### src/rtl/read_operation_pkg.sv
// Shared constants for the register read/write blocks: register file shape,
// highest legal address and the read FSM state encodings.
package read_operation_pkg;

  localparam int NREG     = 7;
  localparam int DATA_W   = 32;
  localparam int MAX_ADDR = 6;

  localparam logic [0:0] IDLE  = 1'b0;
  localparam logic [0:0] BURST = 1'b1;

  // Advance a register pointer, wrapping from the last register back to 0.
  function automatic logic [2:0] next_ptr(input logic [2:0] ptr);
    if (ptr == 3'(MAX_ADDR)) begin
      return 3'd0;
    end
    return ptr + 3'd1;
  endfunction

endpackage

### src/rtl/read_operation_decoder.sv
// 8-bit address to 7-line one-hot decoder. Any address outside 0..6 yields an
// all-zero select, so an AND-OR mux driven by it returns zero data.
module _8_to_7_decoder (
  input  logic [7:0] addr,
  output logic [6:0] sel
);

  genvar gi;
  generate
    for (gi = 0; gi < 7; gi++) begin : g_sel
      assign sel[gi] = (addr == 8'(gi));
    end
  endgenerate

endmodule

### src/rtl/read_operation.sv
// Register read engine: single reads and wrapping bursts of up to 7 beats
// over a flattened register file, one beat per cycle, registered outputs.
// NREG must not exceed 7 (width of the shared decoder).
module read_operation #(
  parameter int DATA_W = read_operation_pkg::DATA_W,
  parameter int NREG   = read_operation_pkg::NREG
) (
  input  logic                   clk,
  input  logic                   reset,
  input  logic                   re,
  input  logic [7:0]             Addr,
  input  logic [2:0]             burst_len,
  input  logic [NREG*DATA_W-1:0] from_reg,
  output logic [DATA_W-1:0]      rdata,
  output logic                   rvalid,
  output logic                   rlast,
  output logic                   rerr,
  output logic                   busy
);

  import read_operation_pkg::*;

  logic [0:0]        state_reg;
  logic [2:0]        cnt_reg;
  logic [2:0]        ptr_reg;
  logic [DATA_W-1:0] rdata_reg;
  logic              rvalid_reg;
  logic              rlast_reg;
  logic              rerr_reg;

  logic [7:0]        sel_addr;
  logic [6:0]        sel;
  logic [DATA_W-1:0] term [NREG];
  logic [DATA_W-1:0] mux_data;
  logic              addr_valid;
  logic [2:0]        eff_len;

  // During a burst the beat comes from the internal pointer, otherwise from Addr.
  assign sel_addr   = (state_reg == BURST) ? {5'd0, ptr_reg} : Addr;
  assign addr_valid = (Addr[7:3] == 5'd0) && (Addr[2:0] <= 3'(MAX_ADDR));
  assign eff_len    = (burst_len == 3'd0) ? 3'd1 : burst_len;

  _8_to_7_decoder u_decoder (
    .addr (sel_addr),
    .sel  (sel)
  );

  genvar gi;
  generate
    for (gi = 0; gi < NREG; gi++) begin : g_term
      assign term[gi] = from_reg[gi*DATA_W +: DATA_W] & {DATA_W{sel[gi]}};
    end
  endgenerate

  // AND-OR mux: OR together the masked register terms.
  always_comb begin
    mux_data = '0;
    for (int i = 0; i < NREG; i++) begin
      mux_data = mux_data | term[i];
    end
  end

  // FSM, burst bookkeeping and registered beat outputs.
  always_ff @(posedge clk) begin
    if (reset) begin
      state_reg  <= IDLE;
      cnt_reg    <= 3'd0;
      ptr_reg    <= 3'd0;
      rdata_reg  <= '0;
      rvalid_reg <= 1'b0;
      rlast_reg  <= 1'b0;
      rerr_reg   <= 1'b0;
    end else if (state_reg == BURST) begin
      rdata_reg  <= mux_data;
      rvalid_reg <= 1'b1;
      rerr_reg   <= 1'b0;
      ptr_reg    <= next_ptr(ptr_reg);
      cnt_reg    <= cnt_reg - 3'd1;
      if (cnt_reg == 3'd1) begin
        rlast_reg <= 1'b1;
        state_reg <= IDLE;
      end else begin
        rlast_reg <= 1'b0;
      end
    end else if (re) begin
      rvalid_reg <= 1'b1;
      if (!addr_valid) begin
        // Bad start address: one error beat with zero data, no burst.
        rdata_reg <= '0;
        rerr_reg  <= 1'b1;
        rlast_reg <= 1'b1;
      end else begin
        rdata_reg <= mux_data;
        rerr_reg  <= 1'b0;
        if (eff_len == 3'd1) begin
          rlast_reg <= 1'b1;
        end else begin
          rlast_reg <= 1'b0;
          state_reg <= BURST;
          cnt_reg   <= eff_len - 3'd1;
          ptr_reg   <= next_ptr(Addr[2:0]);
        end
      end
    end else begin
      // Idle with no request: strobes drop, rdata keeps its last value.
      rvalid_reg <= 1'b0;
      rlast_reg  <= 1'b0;
      rerr_reg   <= 1'b0;
    end
  end

  assign rdata  = rdata_reg;
  assign rvalid = rvalid_reg;
  assign rlast  = rlast_reg;
  assign rerr   = rerr_reg;
  assign busy   = (state_reg == BURST);

endmodule
### config.mk
export PLATFORM = sky130hd
export DESIGN_NAME = read_operation
export DESIGN_NICKNAME = d
export VERILOG_FILES = /design/src/rtl/read_operation_pkg.sv /design/src/rtl/read_operation_decoder.sv /design/src/rtl/read_operation.sv
export SDC_FILE = /design/constraint.sdc
export NUM_CORES = 1
export LEC_CHECK = 0
export ABC_CLOCK_PERIOD_IN_PS = 3800
export BUFFER_PORTS_ARGS = -buffer_cell sky130_fd_sc_hd__clkbuf_2
export CAP_MARGIN = 15
export CORE_AREA = 5 5 104 106
export DETAILED_ROUTE_END_ITERATION = 12
export DIE_AREA = 0 0 109 111
export PLACE_DENSITY = 0.67
export SKIP_CTS_REPAIR_TIMING = 1
export SKIP_LAST_GASP = 1
export SYNTH_ARGS = -nofsm -noshare
export SYNTH_HDL_FRONTEND = slang
export SYNTH_HIERARCHICAL = 1
export SYNTH_SLANG_ARGS = --single-unit
export TNS_END_PERCENT = 20
### constraint.sdc
create_clock -name clk -period 3.8 [get_ports clk]
set_input_delay 0 -clock clk [delete_from_list [all_inputs] [get_ports clk]]
set_output_delay 0 -clock clk [all_outputs]
set_load 0.1 [all_outputs]
# After elaboration in Yosys (flattened, before gate mapping)

Index checks and enable logic that the tools add are counted.

Register bits after elaboration: 42
Bits of input ports: 238

Mux-type cells: 39
$lt $le $gt $ge: 1
Reductions and logical operators: 8
Add/subtract/negate cells: 4
Bitwise gates (word level): 14
Equal/unequal tests: 11

Operators with widths:

| cell                                                                  | number |
|---|---|
| 32-bit bitwise AND                                                    | 7 |
| 32-bit OR                                                             | 6 |
| 32-bit 2-to-1 mux                                                     | 3 |
| 3-bit 2-to-1 mux                                                      | 13 |
| 8-bit by 3-bit equality test with 1-bit output, second input constant | 3 |
| 1-bit 2-to-1 mux                                                      | 22 |
| 8-bit by 2-bit equality test with 1-bit output, second input constant | 2 |
| 8-bit by 1-bit equality test with 1-bit output, second input constant | 1 |
| 8-bit zero test                                                       | 1 |
| 8-bit 2-to-1 mux                                                      | 1 |
| 3-bit by 1-bit adder with 3-bit output, second input constant         | 2 |
| 3-bit by 1-bit equality test with 1-bit output, second input constant | 2 |
| 3-bit equality test, second input constant                            | 2 |
| 3-bit by 1-bit subtractor with 3-bit output, second input constant    | 2 |
| 5-bit zero test                                                       | 1 |
| 2-bit nonzero test                                                    | 2 |
| 3-bit <= comparator, second input constant                            | 1 |
| 3-bit zero test                                                       | 1 |
| 3-bit AND reduction                                                   | 1 |
| 3-bit OR reduction                                                    | 1 |
| 2-bit inequality test, second input constant                          | 1 |
| 1-bit logical AND                                                     | 1 |
| 1-bit inverter                                                        | 1 |

# Logic depth before layout (Yosys ltp)

Depth in word-level cells: 13
Mapped depth: 10
Gate-level depth less buffers: 8

# Modules after synthesis

The synthesis kept the hierarchy.

By module, submodules not included:

| module          | area an instance (µm²) | cells an instance | instances |
|---|---|---|---|
| read_operation  | 2765.2                 | 305               | 1 |
| _8_to_7_decoder | 81.3                   | 14                | 1 |

# Least setup slack after synthesis

OpenSTA, ideal clock, no wires.

Kind: register -> register
From: register state_reg, in the netlist busy
To: register rdata_reg[26], in the netlist rdata[26]
Setup time: 62 ps
Setup slack: 437 ps
Period minus slack after synthesis: 3363 ps
Arrival: 3300 ps
Stages on the path, launching flop included: 11
Cell sequence: dfxtp_1 buf_6 clkbuf_1 nor2b_1 or4_1 buf_2 nor4_1 clkbuf_1 a22oi_1 nand3_1 a22o_1

Cells in the longest elaborated chain, start to end: 12

Ends and longest elaborated chain:

| element                                          | RTL line                     | source |
|---|---|---|
| start, declared                                  | read_operation.sv:23         | `logic [0:0] state_reg;` |
| start signal, assigned                           | read_operation.sv:66         | `state_reg <= IDLE;` |
| start signal, assigned                           | read_operation.sv:81         | `state_reg <= IDLE;` |
| start signal, assigned                           | read_operation.sv:99         | `state_reg <= BURST;` |
| 8-bit 2-to-1 mux *                               | read_operation.sv:39         | `assign sel_addr = (state_reg == BURST) ? {5'd0, ptr_reg} : Addr;` |
| named net sel_addr[5]                            | read_operation.sv:31         | `logic [7:0] sel_addr;` |
| 8-bit by 1-bit equality test with 1-bit output * | read_operation_decoder.sv:11 | `assign sel[gi] = (addr == 8'(gi));` |
| named net sel[1]                                 | read_operation.sv:32         | `logic [6:0] sel;` |
| 32-bit bitwise AND *                             | read_operation.sv:51         | `assign term[gi] = from_reg[gi*DATA_W +: DATA_W] & {DATA_W{sel[gi]}};` |
| 32-bit OR * (6 in a row)                         | read_operation.sv:59         | `mux_data = mux_data \| term[i];` |
| 32-bit 2-to-1 mux                                | read_operation.sv:87         | `if (!addr_valid) begin` |
| 32-bit 2-to-1 mux                                | read_operation.sv:85         | `end else if (re) begin` |
| 32-bit 2-to-1 mux *                              | read_operation.sv:73         | `end else if (state_reg == BURST) begin` |
| end signal, assigned                             | read_operation.sv:74         | `rdata_reg <= mux_data;` |
| end signal, assigned                             | read_operation.sv:93         | `rdata_reg <= mux_data;` |
| end, declared                                    | read_operation.sv:26         | `logic [DATA_W-1:0] rdata_reg;` |

Mark *: on every way through the listed nets, which the timed path passes. The rest lies on a longest branch. The select of a mux whose other input is x is not followed.
A chain may end at the register's enable or synchronous reset.

# Worst setup path after layout

From: register state_reg, in the netlist busy
To: register rdata_reg[6], in the netlist rdata[6]

Cells in the longest elaborated chain, start to end: 12

Ends and longest elaborated chain:

| element                  | RTL line |
|---|---|
| 8-bit 2-to-1 mux *       | read_operation.sv:39 |
| named net sel_addr[0]    | read_operation.sv:31 |
| 8-bit zero test *        | read_operation_decoder.sv:11 |
| named net sel[0]         | read_operation.sv:32 |
| 32-bit bitwise AND *     | read_operation.sv:51 |
| 32-bit OR * (6 in a row) | read_operation.sv:59 |
| 32-bit 2-to-1 mux        | read_operation.sv:87 |
| 32-bit 2-to-1 mux        | read_operation.sv:85 |
| 32-bit 2-to-1 mux *      | read_operation.sv:73 |

Marks and branches as above.

==> key figures <==
Setup path
  – Arrival time at the worst endpoint: approximately 3.3 ns
  – CP top delay family: simple AND/OR/NAND/NOR gates
  – Worst setup EP type: flop
  – Worst-path fanout max: 21
  – CP Data Required Time: about 4.0 ns
  – Startpoint Class: flop
  – R2r setup slk: between 0.7 and 0.8 ns
  – Max stage delay on crit path: between 0.7 and 0.8 ns
  – Kind of critical path: reg -> reg
  – Worst Path Buf+Inv: 1
  – Worst Reg2Reg Path Length in Cells: 7
  – Worst path cell trace: mux2_2, or4_1, nor2_2, buf_4, a222oi_1, nand3_1, a22o_1
  – CP max-delay cell: dfxtp_1
  – R2r startpoint: busy$_SDFF_PP0_
  – R2r endpoint: rdata[6]$_SDFFE_PP0P_

Timing
  – Count of final hold-check violations: 0
  – Worst Tran Pin Value: approximately 0.66 ns
  – Clock skew: 0.00655 ns
  – Tmin final: about 3.1 ns
  – Slew headroom: about 56%
  – Setup TNS: 0 ns
  – RSZ-0062 raised after global routing: no
  – Setup slack after layout: 0.700 ns
  – Final setup viols: 0
  – Slew Viols, Final: 0
  – Achievable Freq: ~0.32 GHz
  – Final Cycle Share: 81.6%

Place
  – Post-detail-place hpwl: 11.8 mm
  – Dpl ws: around 0.77 ns
  – I/O Buffers: 273
  – Final Wtd Congestion: between 0.9 and 1
  – Cell Area, Placed: between 4000 and 5000 um^2

Logic synthesis
  – Synth Area per Inst: ~8.9 um^2
  – Ys async rst share: 0%
  – Main synth FF type: dfxtp_1
  – Syn Nets: around 560
  – Count of cell types in the netlist: 46
  – Seq cells post-synth: between 40 and 50
  – EDFF count, synth: 0
  – Post-Syn Area: about 2800 um^2
  – Post-Syn Instances: between 300 and 400
  – Synth warnings: 6
  – Post-synthesis sequential area ratio: about 30%

CTS
  – Reg clk slew, reported paths: roughly 0.08 ns
  – CTS tree: done
  – Htree depth: 2
  – Deepest clock path buffer count: 2
  – Number of CTS-inserted buffers: 5
  – # clock sinks: 42
  – Root Driver: clkbuf_8
  – Clock latency on the worst-skew pair: ~0.30 ns

Power
  – Clock power frac: between 40% and 50%
  – Overall Power: 1.09 mW
  – Switching part of the total power: between 20% and 30%
  – Worst ir drop on vdd: approximately 180 uV
  – Logic gate share of total power: 18.6%
  – Int Power: 831 uW
  – Pwr dens: roughly 240 nW/um^2
  – Psw: about 260 uW
  – Sequential share of power: between 40% and 50%
  – Leak pwr: ~2.2 nW

GRT
  – GR met3 Demand/Resource: around 4.4%
  – Largest net degree at the start of global routing: 22
  – Vias in the first global route: about 4200
  – Gr usage total: 22.8%
  – GR Util met2: between 30% and 40%
  – First-pass GRT wire length: approximately 22 mm
  – Busiest layer in global routing: met2
  – Global Route met1 Usage: ~29%
  – Gr ovfl total: 0
  – Antenna violations before repair: 0

Job
  – Max Cap Viol: 0

Detailed routing
  – Routed WL: about 15 mm
  – DR iter-0 viols: approximately 440
  – DRT Pass-1 Iters: 5
  – Avg WL per Cell: approximately 20 um
  – Drt via density: about 5.6
  – Residual DRC: 0
  – Post-route ant nets: 0
  – Via count: approximately 4000

Die
  – Std cell rows: 36
  – Core area: between 9000 and 10000 um^2
  – IO Pins: 274
  – Die Wd: 109 um
  – Die Area: 12100 um^2
  – Initial Utilization: just under 30%
  – Die Span Y: around 110 um

Min path
  – Hold endpoint: cnt_reg[2]$_SDFFE_PP0P_
  – Hold Crit Class: in -> reg
  – HP Start: reset
  – Worst hold stages: 2

Finish
  – Multi-input gate area: around 1900 um^2
  – Fill cell count: between 900 and 1000
  – Max reg flops: 32
  – Cell area after layout: around 4500 um^2
  – Area grow syn2layout: 59.2%
  – Final nets: slightly above 800
  – Sequential cell area: 841 um^2
  – Antenna diode count: 0
  – Share of cells above drive strength 1: about 55%

Run status
  – Status: finished clean
## Yosys cell counts (5+ instances only)
master	instances	area (um^2)
nor2b_1	6	37.5
dfxtp_1	42	841
nand2_1	6	22.5
inv_1	6	22.5
a22oi_1	64	480
nand2b_1	5	31.3
clkbuf_1	22	82.6
buf_2	5	25.0
a222oi_1	32	320
nor2_1	8	30.0
a22o_1	32	280
nand3_1	33	165
## cells in the final DEF (no fill, tap or decap), types with 3 or more instances in the layout
cell type | Yosys | final
nor2_1 | 8 | 7
nand2b_1 | 5 | 5
nor4_2 | 0 | 4
a22oi_1 | 64 | 64
a22o_1 | 32 | 32
clkbuf_8 | 0 | 6
nand2_1 | 6 | 6
clkbuf_2 | 0 | 273
dfxtp_1 | 42 | 42
nor3_2 | 0 | 3
a31oi_1 | 3 | 3
nor2b_1 | 6 | 6
ha_1 | 4 | 4
a222oi_1 | 32 | 32
mux2_2 | 3 | 3
inv_1 | 6 | 6
nand3_1 | 33 | 33
buf_4 | 0 | 16
## worst max-delay path by stage
| stage | cells past startpoint | slack [ns] | start | end |
|---|---|---|---|---|
| 2_1_floorplan | 10 | 0.44 | busy$_SDFF_PP0_ | rdata[26]$_SDFFE_PP0P_ |
| 3_3_place_gp | 7 | 0.87 | busy$_SDFF_PP0_ | rdata[27]$_SDFFE_PP0P_ |
| 3_5_place_dp | 7 | 0.77 | busy$_SDFF_PP0_ | rdata[7]$_SDFFE_PP0P_ |
| 4_1_cts | 7 | 0.76 | busy$_SDFF_PP0_ | rdata[7]$_SDFFE_PP0P_ |
| 5_1_grt | 7 | 0.54 | busy$_SDFF_PP0_ | rdata[0]$_SDFFE_PP0P_ |
| 6_report | 7 | 0.70 | busy$_SDFF_PP0_ | rdata[6]$_SDFFE_PP0P_ |
## layer usage
layer,wire (um),vias up
met4,314,0
met1,5810,1898
li1,-,1884
met5,0,-
met3,1150,22
met2,7220,214
## worst reg2reg max path, stage by stage, from the launching register on
cell and delay, ns:
dfxtp_1 0.75, mux2_2 0.47, or4_1 0.53, nor2_2 0.51, buf_4 0.40, a222oi_1 0.16, nand3_1 0.10, a22o_1 0.13
## kinds of logic (layout without fill, tap and decap cells)
group           after synthesis  after routing  share of synthesized area (%)
compound gates              147            147                           43.4
simple gates                 83             83                           17.0
flops                        42             42                           29.5
buf+inv                      37            303                           6.15
fa+ha+maj                     4              4                           1.76
mux                           4              4                           1.54
xor+xnor                      2              2                          0.615
## power by group through the flow
stage | registers, mW | clock network (mW) | logic [mW]
2_1_floorplan | 0.468 | 0 | 0.0430
3_3_place_gp | 0.454 | 0 | 0.198
3_5_place_dp | 0.454 | 0 | 0.201
4_1_cts | 0.444 | 0.460 | 0.202
5_1_grt | 0.445 | 0.473 | 0.219
6_report | 0.444 | 0.443 | 0.202
## layout make-up
class	count	share of cell area, %
inverters	6	0.497
clock inverters	2	1.33
multi-input cells	240	41.3
repair buffers	289	32.8
flip-flops and latches	42	18.6
clock buffers	6	1.82
well taps	133	3.67
## metrics by stage
stage | hold slack, ns | cells | util, %
floorplan | 0.0694 | 319 | -
global placement | 0.318 | 710 | 45.3
detailed placement | 0.334 | 710 | 45.3
CTS | 0.0126 | 718 | 46.8
global route | 0.0314 | 718 | 46.8
finish | 0.0209 | 718 | 46.8
Note: power is estimated with default switching activity, not from simulation.
